==> config.mk <==
export PLATFORM = sky130hd
export DESIGN_NAME = mem_burst_ctrl
export DESIGN_NICKNAME = d
export VERILOG_FILES = /design/src/rtl/mem_pkg.sv /design/src/rtl/mem_addr_gen.sv /design/src/rtl/mem_burst_ctrl.sv
export SDC_FILE = /design/constraint.sdc
export NUM_CORES = 1
export LEC_CHECK = 0
export CAP_MARGIN = 25
export CELL_PAD_IN_SITES_DETAIL_PLACEMENT = 0
export CELL_PAD_IN_SITES_GLOBAL_PLACEMENT = 1
export CORE_MARGIN = 5
export CORE_UTILIZATION = 30
export CTS_CLUSTER_DIAMETER = 40
export DETAILED_ROUTE_END_ITERATION = 10
export MAX_ROUTING_LAYER = met4
export PLACE_DENSITY = 0.88
export SLEW_MARGIN = 5
export SYNTH_ARGS = -nofsm -noshare
export SYNTH_HDL_FRONTEND = slang
export SYNTH_SLANG_ARGS = --single-unit
export TNS_END_PERCENT = 1
==> constraint.sdc <==
create_clock -name clk -period 4.3 [get_ports clk]
set_input_delay 0.86 -clock clk [delete_from_list [all_inputs] [get_ports clk]]
set_output_delay 0.86 -clock clk [all_outputs]
set_load 0.005 [all_outputs]
==> src/rtl/mem_pkg.sv <==
// Shared definitions for the processor-side memory burst controller:
// bus widths, FSM state encoding, request record and the range helper.
package mem_pkg;

    localparam int AW        = 5;
    localparam int DW        = 16;
    localparam int MAX_BURST = 4;
    localparam int CW        = $clog2(MAX_BURST);

    typedef enum logic [1:0] {
        IDLE  = 2'd0,
        STORE = 2'd1,
        LOAD  = 2'd2,
        DRAIN = 2'd3
    } state_t;

    typedef struct packed {
        logic          write;
        logic [AW-1:0] base;
        logic [CW-1:0] len;
    } mem_req_t;

    // High when the last word of a burst would fall past the top word address.
    function automatic logic range_ovf(input logic [AW-1:0] base, input logic [CW-1:0] len);
        logic [AW:0] sum;
        sum = {1'b0, base} + (AW+1)'(len);
        return sum[AW];
    endfunction

endpackage

==> src/rtl/mem_addr_gen.sv <==
// Burst address generator: holds the latched base/length and the running
// word index, and presents base+idx (modulo 2^AW) to the Memory port.
// Also flags incoming requests whose burst would run past the top address.
module mem_addr_gen
    import mem_pkg::*;
(
    input  logic          clk,
    input  logic          rst_n,
    input  logic          load,
    input  logic [AW-1:0] req_base,
    input  logic [CW-1:0] req_len,
    input  logic          inc,
    output logic [AW-1:0] adr,
    output logic          last,
    output logic          ovf
);

    logic [AW-1:0] base;
    logic [CW-1:0] len;
    logic [CW-1:0] idx;

    // Latch a new burst on accept, otherwise step the index per word moved.
    always_ff @(posedge clk or negedge rst_n) begin
        if (!rst_n) begin
            base <= '0;
            len  <= '0;
            idx  <= '0;
        end else if (load) begin
            base <= req_base;
            len  <= req_len;
            idx  <= '0;
        end else if (inc) begin
            idx  <= idx + 1'b1;
        end
    end

    assign adr  = base + {{(AW-CW){1'b0}}, idx};
    assign last = (idx == len);
    assign ovf  = range_ovf(req_base, req_len);

endmodule

==> src/rtl/mem_burst_ctrl.sv <==
// Processor-side initiator for the single-port data Memory. Accepts single
// or burst load/store requests, walks consecutive addresses on the Memory
// port and returns load words over a registered valid/ready stream.
// Optional build macro MEM_RANGE_CHK_EN: requests running past the top
// address are accepted but dropped with a one-cycle err pulse; without it
// addresses wrap modulo 2^AW and err stays 0.
module mem_burst_ctrl
    import mem_pkg::*;
(
    input  logic          clk,
    input  logic          rst_n,
    input  logic          req_valid,
    output logic          req_ready,
    input  logic          req_write,
    input  logic [AW-1:0] req_base,
    input  logic [CW-1:0] req_len,
    input  logic          st_valid,
    input  logic [DW-1:0] st_data,
    output logic          st_ready,
    output logic          ld_valid,
    output logic [DW-1:0] ld_data,
    output logic          ld_last,
    input  logic          ld_ready,
    output logic [AW-1:0] mem_adr,
    output logic [DW-1:0] mem_wd,
    output logic          mem_we,
    input  logic [DW-1:0] mem_rd,
    output logic          err
);

    state_t   state;
    mem_req_t req;
    logic     accept;
    logic     start;
    logic     capture;
    logic     inc;
    logic     last;
    logic     ovf;

    assign req       = {req_write, req_base, req_len};
    assign req_ready = (state == IDLE);
    assign accept    = req_valid && req_ready;

`ifdef MEM_RANGE_CHK_EN
    assign start = accept && !ovf;
`else
    logic unused_ovf;
    assign unused_ovf = ovf;
    assign start      = accept;
`endif

    // A load word is taken from Memory whenever the output slot is free or draining.
    assign capture  = (state == LOAD) && (!ld_valid || ld_ready);
    assign inc      = ((state == STORE) && st_valid) || capture;

    // Store data flows straight through; Memory writes on the same rising edge.
    assign st_ready = (state == STORE);
    assign mem_we   = (state == STORE) && st_valid;
    assign mem_wd   = (state == STORE) ? st_data : '0;

    mem_addr_gen u_addr_gen (
        .clk      (clk),
        .rst_n    (rst_n),
        .load     (start),
        .req_base (req.base),
        .req_len  (req.len),
        .inc      (inc),
        .adr      (mem_adr),
        .last     (last),
        .ovf      (ovf)
    );

    // Control FSM plus the registered load-return stage and err pulse.
    always_ff @(posedge clk or negedge rst_n) begin
        if (!rst_n) begin
            state    <= IDLE;
            ld_valid <= 1'b0;
            ld_data  <= '0;
            ld_last  <= 1'b0;
            err      <= 1'b0;
        end else begin
            err <= 1'b0;
            case (state)
                IDLE: begin
                    if (accept) begin
`ifdef MEM_RANGE_CHK_EN
                        if (ovf) begin
                            err <= 1'b1;
                        end else begin
                            state <= req.write ? STORE : LOAD;
                        end
`else
                        state <= req.write ? STORE : LOAD;
`endif
                    end
                end
                STORE: begin
                    if (st_valid && last) begin
                        state <= IDLE;
                    end
                end
                LOAD: begin
                    if (capture) begin
                        ld_data  <= mem_rd;
                        ld_valid <= 1'b1;
                        ld_last  <= last;
                        if (last) begin
                            state <= DRAIN;
                        end
                    end
                end
                DRAIN: begin
                    if (ld_ready) begin
                        ld_valid <= 1'b0;
                        ld_last  <= 1'b0;
                        state    <= IDLE;
                    end
                end
                default: state <= IDLE;
            endcase
        end
    end

endmodule

## Word-level counts from Yosys, hierarchy flattened

Cells that the tools add are included.

- Input bits: 45
- Flip-flop bits (word level): 29

- Reductions and logical operators: 13
- Add/sub/neg operators: 2
- Muxes and demuxes: 15
- Equal/unequal tests: 9

Operators with widths:

| cell | count |
|---|---|
| $mux W16 | 1 |
| $mux W2 | 8 |
| $pmux W2 S4 | 1 |
| $ne A2 B2 Y1 const B | 3 |
| $add A5 B2 Y5 | 1 |
| $reduce_and A5 Y1 | 1 |
| $eq A2 B2 Y1 const B | 2 |
| $logic_and A1 B1 Y1 | 4 |
| $ne A2 B1 Y1 const B | 2 |
| $pmux W1 S2 | 2 |
| $reduce_bool A2 Y1 | 2 |
| $mux W1 | 3 |
| $reduce_and A3 Y1 | 1 |
| $add A2 B1 Y2 const B | 1 |
| $eq A2 B1 Y1 const B | 1 |
| $eq A2 B2 Y1 | 1 |
| $logic_not A2 Y1 | 1 |
| $logic_or A1 B1 Y1 | 2 |
| $reduce_and A2 Y1 | 1 |
| $logic_not A1 Y1 | 1 |

## Depth between registers and ports, before layout

Gate-level depths: netlist (run 1).

- Depth after elaboration: 6
- Gate-level depth with buffers: 6

## Hierarchy

Synthesis (run 1) repeated with hierarchy kept, for this count alone.

- Cell total of the unflattened synthesis: 126
- Area, all modules: 1551.5 µm²

By module, submodules not included:

| module | times used | cells an instance | seq. area each (µm²) | area each (µm²) |
|---|---|---|---|---|
| mem_burst_ctrl | 1 | 81 | 500.5 | 1014.7 |
| mem_addr_gen | 1 | 45 | 225.2 | 536.8 |

## Least setup slack after synthesis (run 1)

Ideal clock, no wire load.

- Path kind: reg2out
- From: reg u_addr_gen.idx[0]
- To: out mem_adr[4]
- Path slack: 2.092 ns
- Required time: 3.440 ns
- Cell stages (with the launch flop): 6
- Arrival time: 1.348 ns
- Buffers on the path: 0
- Cells stage by stage: dfrtp_1 -> ha_1 -> inv_1 -> fa_1 -> nand3b_1 -> xnor2_1

- Longest elaborated chain between the ends: 1

Ends and longest elaborated chain:

| what | line | source |
|---|---|---|
| start, declared | mem_addr_gen.sv:20 | `logic [CW-1:0] idx;` |
| start signal, assigned | mem_addr_gen.sv:33 | `idx <= idx + 1'b1;` |
| $add A5 B2 Y5 | mem_addr_gen.sv:37 | `assign adr = base + {{(AW-CW){1'b0}}, idx};` |
| end, declared | mem_burst_ctrl.sv:24 | `output logic [AW-1:0] mem_adr,` |

No other way between the ends.

## Worst setup path after layout (run 1)

Ends and elaborated chain as after synthesis.

==> results, run 1 <==
- The adder-cell area share of the yosys netlist is 0.0302.
- In the final timing run, aggregate negative setup slack is 0 ns.
- The effective utilization at floorplan is 0.312.
- Along the worst path, the maximum fanout reaches 5.
- By area the synthesized netlist is led by dfrtp_1, mux2_2, mux2_4.
- The largest area contributor in the netlist is dfrtp_1.
- For this run, the slowest stage of the critical path takes 0.53 ns.
- Prior to clock tree synthesis, the placed netlist has a worst setup slack of 1.41 ns.
- The detailed-router iteration count before antenna repair is 4.
- The floorplan has 25 rows.
- For this run, the number of Yosys warnings is 0.
- The number of CTS-inserted buffers is 5.
- In this run the remaining antenna-violating nets after routing total 0.
- The final layout net count is 255.
- For this design the static power due to leakage is 1.04 nW.
- The total DRC errors in the routed layout is 0.
- The mux share of post-synthesis cell area is 0.195.
- The count of buffers from port buffering is 86.
- Clock tree synthesis found a total of 29 sinks.
- The clock period minus worst slack is 3.08 ns.
- The number of standard cells after synthesis is 119.
- Yosys mapped the design onto 30 distinct sky130hd cell types.
- The kind of start point of the critical path is a flop.
- The number of hold-repair buffers added at the cts stage is 0.
- Counting the fill cells in the layout gives 448.
- The area growth from synthesis to layout is 65.2%.
- After detailed routing, the average wire length per cell comes to 12.5 um.
- The number of cells on the worst reg-to-reg path is 3.
- The number of cells traversed by the worst hold path is 1.
- The total congestion overflow is 0.
- The area of the die is 6490 sq um.
- The count of inserted antenna diode cells is 0.
- The fraction of the cycle the final worst path needs is 0.717.
- The post-synthesis sequential element count is 29.
- Clock-pin slew was measured on the worst setup and hold paths at 0.06 ns.
- Buffers added to address setup during post-CTS repair amount to 0.
- CTS built an H-tree with a depth of 2.
- The reg-to-reg setup timing slack is 2.66 ns.
- The overall routed net length is 3430 um.
- The number of violations reported at the end of detailed-routing iteration 0 is 17.
- The critical path starts at u_addr_gen.idx[0].
- Setup violations remaining at the end of the flow were counted as 0.
- When the netlist entered floorplanning its net count stood at 167.
- The timing-limited maximum frequency is 0.324 GHz.
- STA puts the critical path data arrival time at 2.22 ns.
- Dividing the synthesized area by the synthesized cell count gives 12.6 sq um.
- The die extent in x is 80.6 um.
- For this block, the via count after detailed routing is 1178.
- Once layout is complete, the utilization of the core stands at 0.516.
- The initial antenna violation count is 0.
- Setup repair after global routing left no endpoint under its margin.
- The tool flagged a number of max-cap violations equal to 0.
- No sink is reached through more buffers than the 2 on the longest clock path.
- The largest net degree at the start of global routing is 30.
- The clock tree root buffer cell is clkbuf_8.
- The run finished with clean final reports.
- In the final layout, the share of cells above drive strength 1 is 0.155.
- The required time of the critical path is 3.44 ns.
- Dividing the detail-routed via count by the number of cells gives 4.30.
- The worst setup path endpoint is mem_adr[4].
- The critical-path cell with the highest stage delay is clkdlybuf4s50_1.
- The share of the synthesized area in the top cell type is 0.486.
- The clock tree from TritonCTS is done.
- The mapped netlist covers 1490 sq um.
- The startpoint identified for the worst register-to-register timing path is state[1].
- The die height is 80.6 um.
- The share of the Yosys chip area taken by registers is 0.486.
- Once placement completed, the tool counted placed cells totaling 267.
- The maximum vdd drop is 0.296 mV.
- The power density over cell area is 665 nW/um^2.
- The setup path with the least slack is of type reg2out.
- The final standard cell count with taps included and fillers excluded is 274.
- The wire-length estimate of the detail-placed layout is 2750 um.
- The dominant combinational cell family by area after synthesis is multiplexers.
- The fraction of the mapped netlist area in compound gates is 0.0377.
- The standard cell core area is 4790 sq um.
- In the post-route analysis, the smallest setup slack over all paths is 1.22 ns.
- The total global routing track utilization is 0.114.
- The reg-to-reg endpoint is ld_data[15].
- The clock insertion delay at the later pin of the skew report is 0.27 ns.
- The global-route wire length before repair is 5640 um.
- In this run, post-CTS repair resized a total of 0 instances.
- The number of max-slew violations in the final report was 0.
- The number of global-route vias before repair is 1250.
- STA classifies the critical path endpoint as a primary output.
- In this run the worst hold path is classified as reg2reg.
- The number of I/O pins is 88.
- The share of the synthesized netlist area taken by xor and xnor gates is 0.0352.
- Of the total synthesized cell area, the portion taken by AND, OR, NAND and NOR gates is 0.160.
- The final-report hold violation count was 0.
- The signal on the critical path passes through ha_1 > inv_1 > fa_1 > nand3b_1 > xnor2_1 > clkdlybuf4s50_1.
- The weighted congestion reported at the end of routability-driven placement is 0.694.
- The worst-case clock skew is 0.00263 ns.
==> registers in the layout, indices dropped and copies added (netlist names) <==
name and count:
ld_last 1, u_addr_gen.base 5, u_addr_gen.idx 2, state 2, u_addr_gen.len 2, ld_valid 1, ld_data 16
==> worst max-delay path, delay by kind of cell (launching register included) <==
family | cells | cell delay, ns
adders and majority gates | 2 | 0.60
DFF | 1 | 0.43
buffers and inverters | 2 | 0.59
and+or+nand+nor | 1 | 0.19
xor gates and xnor gates | 1 | 0.14
==> stage by stage <==
step / cell area (sq um) / hold slack (ns) / power, mW
after floorplan: 1490 / 0.485 / 0.964
after global placement: 2380 / 0.489 / 1.43
after detailed placement: 2380 / 0.494 / 1.44
after CTS: 2470 / 0.507 / 1.68
after global routing: 2470 / 0.518 / 1.78
final: 2470 / 0.504 / 1.64
==> layout make-up <==
cell class | instances | area, sq um | area share
inverter | 4 | 15.0 | 0.00609
sequential | 29 | 726 | 0.294
tap | 67 | 83.8 | 0.0340
clock buffer | 7 | 86.3 | 0.0350
multi-input combinational | 80 | 688 | 0.279
timing repair buffer | 87 | 868 | 0.352
==> power by group <==
group / total, mW / switching (mW) / internal [mW]
Clock: 0.221 / 0.0940 / 0.127
Sequential: 0.519 / 0.107 / 0.412
Combinational: 0.900 / 0.284 / 0.616
==> cell usage after synthesis <==
master and number:
a211o_1 1, a211oi_1 2, a21o_1 3, a21oi_1 1
and2_1 16, and2_4 1, and2b_1 1, and3b_1 1
buf_12 1, buf_4 1, buf_6 3, clkbuf_1 1
conb_1 1, dfrtp_1 29, fa_1 1, ha_1 2
inv_1 4, mux2_2 13, mux2_4 9, mux2i_1 1
nand2_1 8, nand2b_1 1, nand3_1 3, nand3b_1 1
nor2_1 4, nor2b_4 1, nor3b_1 1, nor3b_4 1
o21ai_0 1, xnor2_1 6
==> worst min-delay path by stage <==
stage,from,slack [ns],endpoint
6_report,ld_data[1],0.50,ld_data[1]
5_1_grt,ld_data[1],0.52,ld_data[1]
4_1_cts,ld_data[1],0.51,ld_data[1]
3_5_place_dp,ld_data[1],0.49,ld_data[1]
3_3_place_gp,ld_data[0],0.49,ld_data[0]
2_1_floorplan,u_addr_gen.base[0],0.48,u_addr_gen.base[0]
==> logic make-up (layout without fill, tap and decap cells) <==
group,count (synthesis),count (layout)
flip-flops,29,29
buffers and inverters,10,98
AND/OR/NAND/NOR,39,39
other,1,1
multiplexers,23,23
AO/OA/AOI/OAI,8,8
XOR/XNOR,6,6
adder cells (fa/ha/maj),3,3
==> layout by cell type, fill, tap and decap left out <==
cell type / instances
fa_1: 1
inv_1: 4
a211oi_1: 2
nand2b_1: 1
nand3_1: 3
a211o_1: 1
a21o_1: 3
and2_4: 1
nor2b_4: 1
clkbuf_1: 1
clkbuf_8: 6
clkdlybuf4s50_1: 86
dfrtp_1: 29
nor3b_4: 1
and2b_1: 1
and2_1: 16
xnor2_1: 6
nand2_1: 8
and3b_1: 1
o21ai_0: 1
buf_4: 1
a21oi_1: 1
ha_1: 2
mux2_2: 13
nor2_1: 4
conb_1: 1
nor3b_1: 1
mux2_4: 9
mux2i_1: 1
nand3b_1: 1
==> per-layer routing <==
| metal | wire length, um | share of wire | global-route usage |
|---|---|---|---|
| met1 | 1370 | 0.40 | 0.130 |
| met2 | 1630 | 0.48 | 0.182 |
| met3 | 405 | 0.12 | 0.0493 |
| met4 | 21 | 0.0061 | 0.0304 |
| met5 | 0 | 0 | - |
Note: power is estimated with default switching activity, not from simulation.
==> run 2, diff against run 1 <==
--- a/config.mk
+++ b/config.mk
@@ -9,11 +9,11 @@
 export CELL_PAD_IN_SITES_DETAIL_PLACEMENT = 0
 export CELL_PAD_IN_SITES_GLOBAL_PLACEMENT = 1
 export CORE_MARGIN = 5
-export CORE_UTILIZATION = 30
+export CORE_UTILIZATION = 25
 export CTS_CLUSTER_DIAMETER = 40
 export DETAILED_ROUTE_END_ITERATION = 10
 export MAX_ROUTING_LAYER = met4
-export PLACE_DENSITY = 0.88
+export PLACE_DENSITY = 0.79
 export SLEW_MARGIN = 5
 export SYNTH_ARGS = -nofsm -noshare
 export SYNTH_HDL_FRONTEND = slang
==> constraint.sdc (replaced) <==
create_clock -name clk -period 2.7 [get_ports clk]
set_input_delay 0.54 -clock clk [delete_from_list [all_inputs] [get_ports clk]]
set_output_delay 0.54 -clock clk [all_outputs]
set_load 0.005 [all_outputs]
==> results, run 2 (synthesized netlist as in run 1, its figures left out) <==
- The remaining number of nets flagged by the antenna check after routing is 0.
- The number of max-slew violations in the final report is 0.
- The standard cell core area is 5850 sq um.
- The required time of the critical path is 2.16 ns.
- Setup repair after global routing left no endpoint under its margin.
- In the finished design, the share of the clock period the worst path needs comes to 0.903.
- More flip-flops sit in one register than any other, and that register is ld_data.
- The share of total power dissipated in sequential elements is 0.301.
- The worst hold path belongs to the class reg2reg.
- The detailed router finished its first iteration with 15 violations.
- The remaining max-slew budget at the tightest pin is 0.666.
- The register with the most flip-flops in the layout has 16 of them.
- The largest net degree at the start of global routing is 30.
- The number of sinks handled by clock tree synthesis is 29.
- The tool flagged a number of max-cap violations equal to 0.
- The worst-case clock skew is 0.00485 ns.
- Compared with the post-synthesis result, the final layout area differs by 66.7%.
- In this run the horizontal extent of the chip is 87.3 um.
- The area of the die is 7620 sq um.
- The number of placement rows is 28.
- The total negative setup slack is 0 ns.
- Of the total power, combinational logic draws 0.578.
- The buffer levels on the longest clock path is 2.
- The final layout net count is 258.
- In the global route stage, overall resource usage came out at 0.0978.
- The clock insertion delay at the later pin of the skew report is 0.27 ns.
- The effective utilization at floorplan is 0.255.
- The timing-limited maximum frequency is 0.410 GHz.
- The analysis attributes to cell leakage a power of 1.06 nW.
- The worst setup path is captured at a primary output.
- TritonCTS built the clock tree.
- The transition time of the tightest slew-check pin is 0.501 ns.
- The die is 87.3 um tall.
- The final core area utilization is 0.426.
- The via count is 1177.
- Internal power comes to 1.83 mW.
- The initial antenna violation count came to 0.
- The overall routed net length is 3590 um.
- The maximum vdd drop is 0.443 mV.
- The worst setup path is launched from a flop.
- The root buffer cell chosen for the clock tree is clkbuf_8.
- For this design, the CTS-stage hold fixing added 0 buffers.
- Along the worst path, the maximum fanout reaches 2.
- At the worst endpoint, the arrival time is 1.90 ns.
- The number of I/O pins is 88.
- The final-report hold violation count is 0.
- During placement, the flow inserted port buffers numbering 86.
- The tightest hold margin is 0.506 ns.
- The fraction of power spent switching nets is 0.298.
- The setup-violating endpoint count in the final report is 0.
- The power density over cell area is 1050 nW/um^2.
- In the layout the commonest cells are clkdlybuf4s50_1, dfrtp_1, and2_1.
- The number of antenna diodes in the final layout is 0.
- The category of the most critical setup path is reg2out.
- The first global-routing pass estimated 5700 um of wire.
- The detailed placement HPWL is 2780 um.
- The pre-antenna-repair detailed-routing pass consisted of 3 iterations.
- The via density per instance is 4.14.
- The clock period minus worst slack is 2.44 ns.
- The total congestion overflow is 0.
- Routability-driven placement finished with a final weighted congestion of 0.680.
- The part of the total power dissipated in the clock network is 0.122.
- The largest registers in the layout are ld_data (16), u_addr_gen.base (5).
- The number of global-route vias before repair is 1248.
- Summing internal, switching and leakage power gives 2.61 mW.
- The flow ran to the end, and the final reports show no timing, DRC or antenna violations.
- The number of clock buffers added by TritonCTS is 5.
- In the routed design, unresolved DRC markers number 0.
- Of the cells placed in the final design, the portion with a size suffix greater than 1 is 0.167.
- After detailed routing, the average wire length per cell comes to 12.6 um.
- Leaving out fill and tap cells, the most frequent cell in the layout is clkdlybuf4s50_1.
- In this run the number of H-tree levels came out at 2.
- The clock input transition at the sequential cells of the worst setup and hold paths is 0.06 ns.
- The power dissipated by switching net loads is 0.776 mW.
[run 2: metal layers]
layer  part of all wire  routed length, um  vias to the layer above  global-route usage
met4             0.0045                 16                        0              0.0293
met3               0.11                412                        2              0.0388
met5                  0                  0                        -                   -
met2               0.45               1620                       59               0.149
met1               0.43               1540                      544               0.119
li1                   -                  -                      572                   -
[run 2: worst paths after layout]
path                                         from          end  slack (ns)  depth (start not counted)
worst min-delay path                  ld_data[15]  ld_data[15]        0.51                          1
worst max register to register           state[1]   ld_data[4]        1.17                          4
worst max-delay path            u_addr_gen.idx[0]   mem_adr[2]        0.26                          5
min in group asynchronous                   rst_n  ld_data[14]        0.66                          2
max in group asynchronous                   rst_n     state[1]        1.76                          2
worst min register to register        ld_data[15]  ld_data[15]        0.51                          1
[run 2: cell type report]
cell class	instances	area (sq um)
fill	572	3360
multi-input combinational	80	688
tap	75	93.8
timing repair buffer	90	893
clock inverter	1	5.00
clock buffer	5	68.8
sequential	29	726
inverter	4	15.0
[run 2: timing repair]
action	4_1_cts	5_1_grt
endpoints found under the setup margin	1	1
resized for setup	0	1
pin swaps	0	1
gates cloned	0	0
buffers inserted	1	0
[run 2: metrics by stage]
| step | cell area [sq um] | std cells | setup slack [ns] |
|---|---|---|---|
| CTS | 2490 | 284 | 0.0265 |
| global route | 2490 | 284 | 0.155 |
| floorplan | 1490 | 119 | 0.812 |
| finish | 2490 | 284 | 0.262 |
| detailed placement | 2410 | 277 | 0.255 |
| global placement | 2410 | 277 | 0.250 |
[run 2: power by group through the flow]
stage | combinational [mW] | sequential (mW) | clock, mW
5_1_grt | 1.65 | 0.815 | 0.355
3_5_place_dp | 1.52 | 0.802 | 0
2_1_floorplan | 0.741 | 0.794 | 0
4_1_cts | 1.55 | 0.789 | 0.340
6_report | 1.51 | 0.784 | 0.318
3_3_place_gp | 1.52 | 0.794 | 0
[run 2: worst max-delay path, cell delays in order, from the launching register on]
cell and delay (ns):
dfrtp_1 0.36, ha_1 0.17, inv_1 0.05, fa_1 0.39, xnor2_1 0.14, clkdlybuf4s50_1 0.53
==> run 3, diff against run 2 <==
--- a/config.mk
+++ b/config.mk
@@ -9,11 +9,12 @@
 export CELL_PAD_IN_SITES_DETAIL_PLACEMENT = 0
 export CELL_PAD_IN_SITES_GLOBAL_PLACEMENT = 1
 export CORE_MARGIN = 5
-export CORE_UTILIZATION = 25
+export CORE_UTILIZATION = 40
 export CTS_CLUSTER_DIAMETER = 40
 export DETAILED_ROUTE_END_ITERATION = 10
+export DONT_BUFFER_PORTS = 1
 export MAX_ROUTING_LAYER = met4
-export PLACE_DENSITY = 0.79
+export PLACE_DENSITY = 0.75
 export SLEW_MARGIN = 5
 export SYNTH_ARGS = -nofsm -noshare
 export SYNTH_HDL_FRONTEND = slang
==> results, run 3 (synthesized netlist as in run 1, its figures left out) <==
- The remaining number of nets flagged by the antenna check after routing is 0.
- The path category of the worst min-delay check is in2async.
- The run finished with clean final reports.
- The die is 71.1 um wide.
- The global-route wire length before repair is 4640 um.
- The total congestion overflow is 0.
- The final layout net count is 169.
- IR analysis of the VDD net gives a maximum drop of 0.530 mV.
- The clock tree from TritonCTS is done.
- The final-report hold violation count is 0.
- The setup slack at placement is 0.696 ns.
- The number of placement rows is 22.
- Of the total power, combinational logic draws 0.361.
- For this run, the top clock speed supported by timing is 0.434 GHz.
- The initial antenna violation count is 1.
- Setup repair after global routing left no endpoint under its margin.
- The worst register-to-register path ends at ld_data[2].
- The number of flip-flops in the largest register is 16.
- The total placed instance area is 1490 sq um.
- The total negative setup slack is 0 ns.
- The startpoint identified for the worst register-to-register timing path is state[1].
- The via count is 887.
- The detailed router finished its first iteration with 28 violations.
- For this design the top-level I/O count stands at 88.
- The setup path with the least slack is of type reg2out.
- In the global route stage, overall resource usage came out at 0.123.
- Internal power comes to 1.38 mW.
- The buffer levels on the longest clock path is 2.
- The sequential share of power is 0.422.
- The number of placed instances, taps included is 161.
- The most common cell after layout, fill and taps aside is dfrtp_1.
- Of the cells placed in the final design, the portion with a size suffix greater than 1 is 0.270.
- The leakage power of the design is 0.724 nW.
- In this run the register-to-register setup slack is 1.08 ns.
- The detailed-router iteration count before antenna repair is 4.
- The HPWL after detailed placement is 2330 um.
- The total DRC errors in the routed layout is 0.
- The number of sinks handled by clock tree synthesis is 29.
- The setup-violating endpoint count in the final report is 0.
- The effective utilization at floorplan is 0.411.
- The power density over cell area is 1280 nW/um^2.
- The arrival time reported for the critical path endpoint is 1.76 ns.
- The worst register-to-register path has a depth of 3.
- The top cell types in the final layout, fill and taps aside, are dfrtp_1, and2_1, mux2_2.
- The floorplan step defined a die boundary enclosing 5060 sq um.
- The clock input transition at the sequential cells of the worst setup and hold paths is 0.06 ns.
- The count of buffers from port buffering is 0.
- The via density per instance is 5.19.
- The worst path meets setup with 0.398 ns of slack.
- The number of max-slew violations in the final report is 0.
- The root buffer cell chosen for the clock tree is clkbuf_8.
- The number of global-route vias before repair came to 937.
- The post-cts gate resize count is 0.
- Entering global routing, the biggest net connects 30 pins.
- The largest fanout on the critical path is 5.
- The clock period minus worst slack is 2.30 ns.
- The worst-case clock skew is 0.00593 ns.
- Relative to the synthesized area, the layout overhead comes to 8.96%.
- The kind of start point of the critical path is a flop.
- The overall routed net length is 2970 um.
- The weighted congestion reported at the end of routability-driven placement is 0.736.
- For the worst setup path, the data required time is 2.16 ns.
- At the later pin of the worst-skew pair, clock insertion delay measures 0.27 ns.
- The number of CTS-inserted buffers is 5.
- The die height is 71.1 um.
- Of the total power, the share spent switching nets is 0.338.
- The floorplan step defined a core boundary enclosing 3630 sq um.
- The power dissipated by switching net loads is 0.702 mW.
- Once layout is done, the placed cells without fillers occupy 1630 sq um.
- The final standard cell count with taps included and fillers excluded is 171.
- The register with the most flip-flops in the final layout is ld_data.
- Dividing the final minimum period by the clock period gives 0.853.
- STA classifies the critical path endpoint as a primary output.
- The largest registers in the layout are ld_data (16), u_addr_gen.base (5).
- The mean routed wirelength per cell is 17.4 um.
- Max-cap violations in this run came to 0.
- Of the total power, the clock network draws 0.217.
- The level count of the clock H-tree is 2.
-- run 3: power groups by stage --
stage / sequential [mW] / combinational (mW) / clock, mW
2_1_floorplan: 0.794 / 0.741 / 0
3_3_place_gp: 0.877 / 0.737 / 0
3_5_place_dp: 0.884 / 0.753 / 0
4_1_cts: 0.881 / 0.770 / 0.466
5_1_grt: 0.910 / 0.832 / 0.489
6_report: 0.877 / 0.750 / 0.452
-- run 3: worst max path at each step --
stage,to,depth (start not counted),start
floorplan,mem_adr[4],5,u_addr_gen.idx[0]
global placement,mem_adr[4],5,u_addr_gen.idx[0]
detailed placement,mem_adr[4],5,u_addr_gen.idx[0]
CTS,mem_adr[4],5,u_addr_gen.idx[0]
global route,mem_adr[4],5,u_addr_gen.idx[0]
finish,mem_adr[4],5,u_addr_gen.idx[0]
-- run 3: repair_timing --
| item | CTS | global route |
|---|---|---|
| hold endpoints to repair | 29 | 0 |
| hold buffers | 1 | 0 |
| endpoints found under the setup margin | 0 | 0 |
| buffers inserted | 0 | 0 |
-- run 3: stage by stage --
stage / total power [mW] / utilization / hold WS (ns)
floorplan: 1.54 / - / 0.244
global placement: 1.61 / 0.410 / 0.245
detailed placement: 1.64 / 0.410 / 0.245
CTS: 2.12 / 0.447 / 0.0785
global route: 2.23 / 0.448 / 0.0782
finish: 2.08 / 0.448 / 0.0816
-- run 3: cell type report --
type,instances,area [sq um]
well taps,48,60.1
fillers,321,2010
multi-input cells,80,688
flip-flops and latches,29,726
clock buffers,7,86.3
inverters,4,15.0
clock inverters,1,30.0
repair buffers,1,20.0
diodes,1,2.50
-- run 3: routing by layer --
layer / GRT usage / wire [um] / vias to the layer above
met2: 0.210 / 1550 / 61
met4: 0.0501 / 49 / 0
met1: 0.115 / 975 / 426
met5: - / 0 / -
li1: - / - / 395
met3: 0.0668 / 391 / 5
-- run 3: worst max-delay path: stages, from the launching register on --
cell	delay, ns
dfrtp_1	0.46
ha_1	0.20
inv_1	0.06
fa_1	0.39
nand3b_1	0.19
xnor2_1	0.19
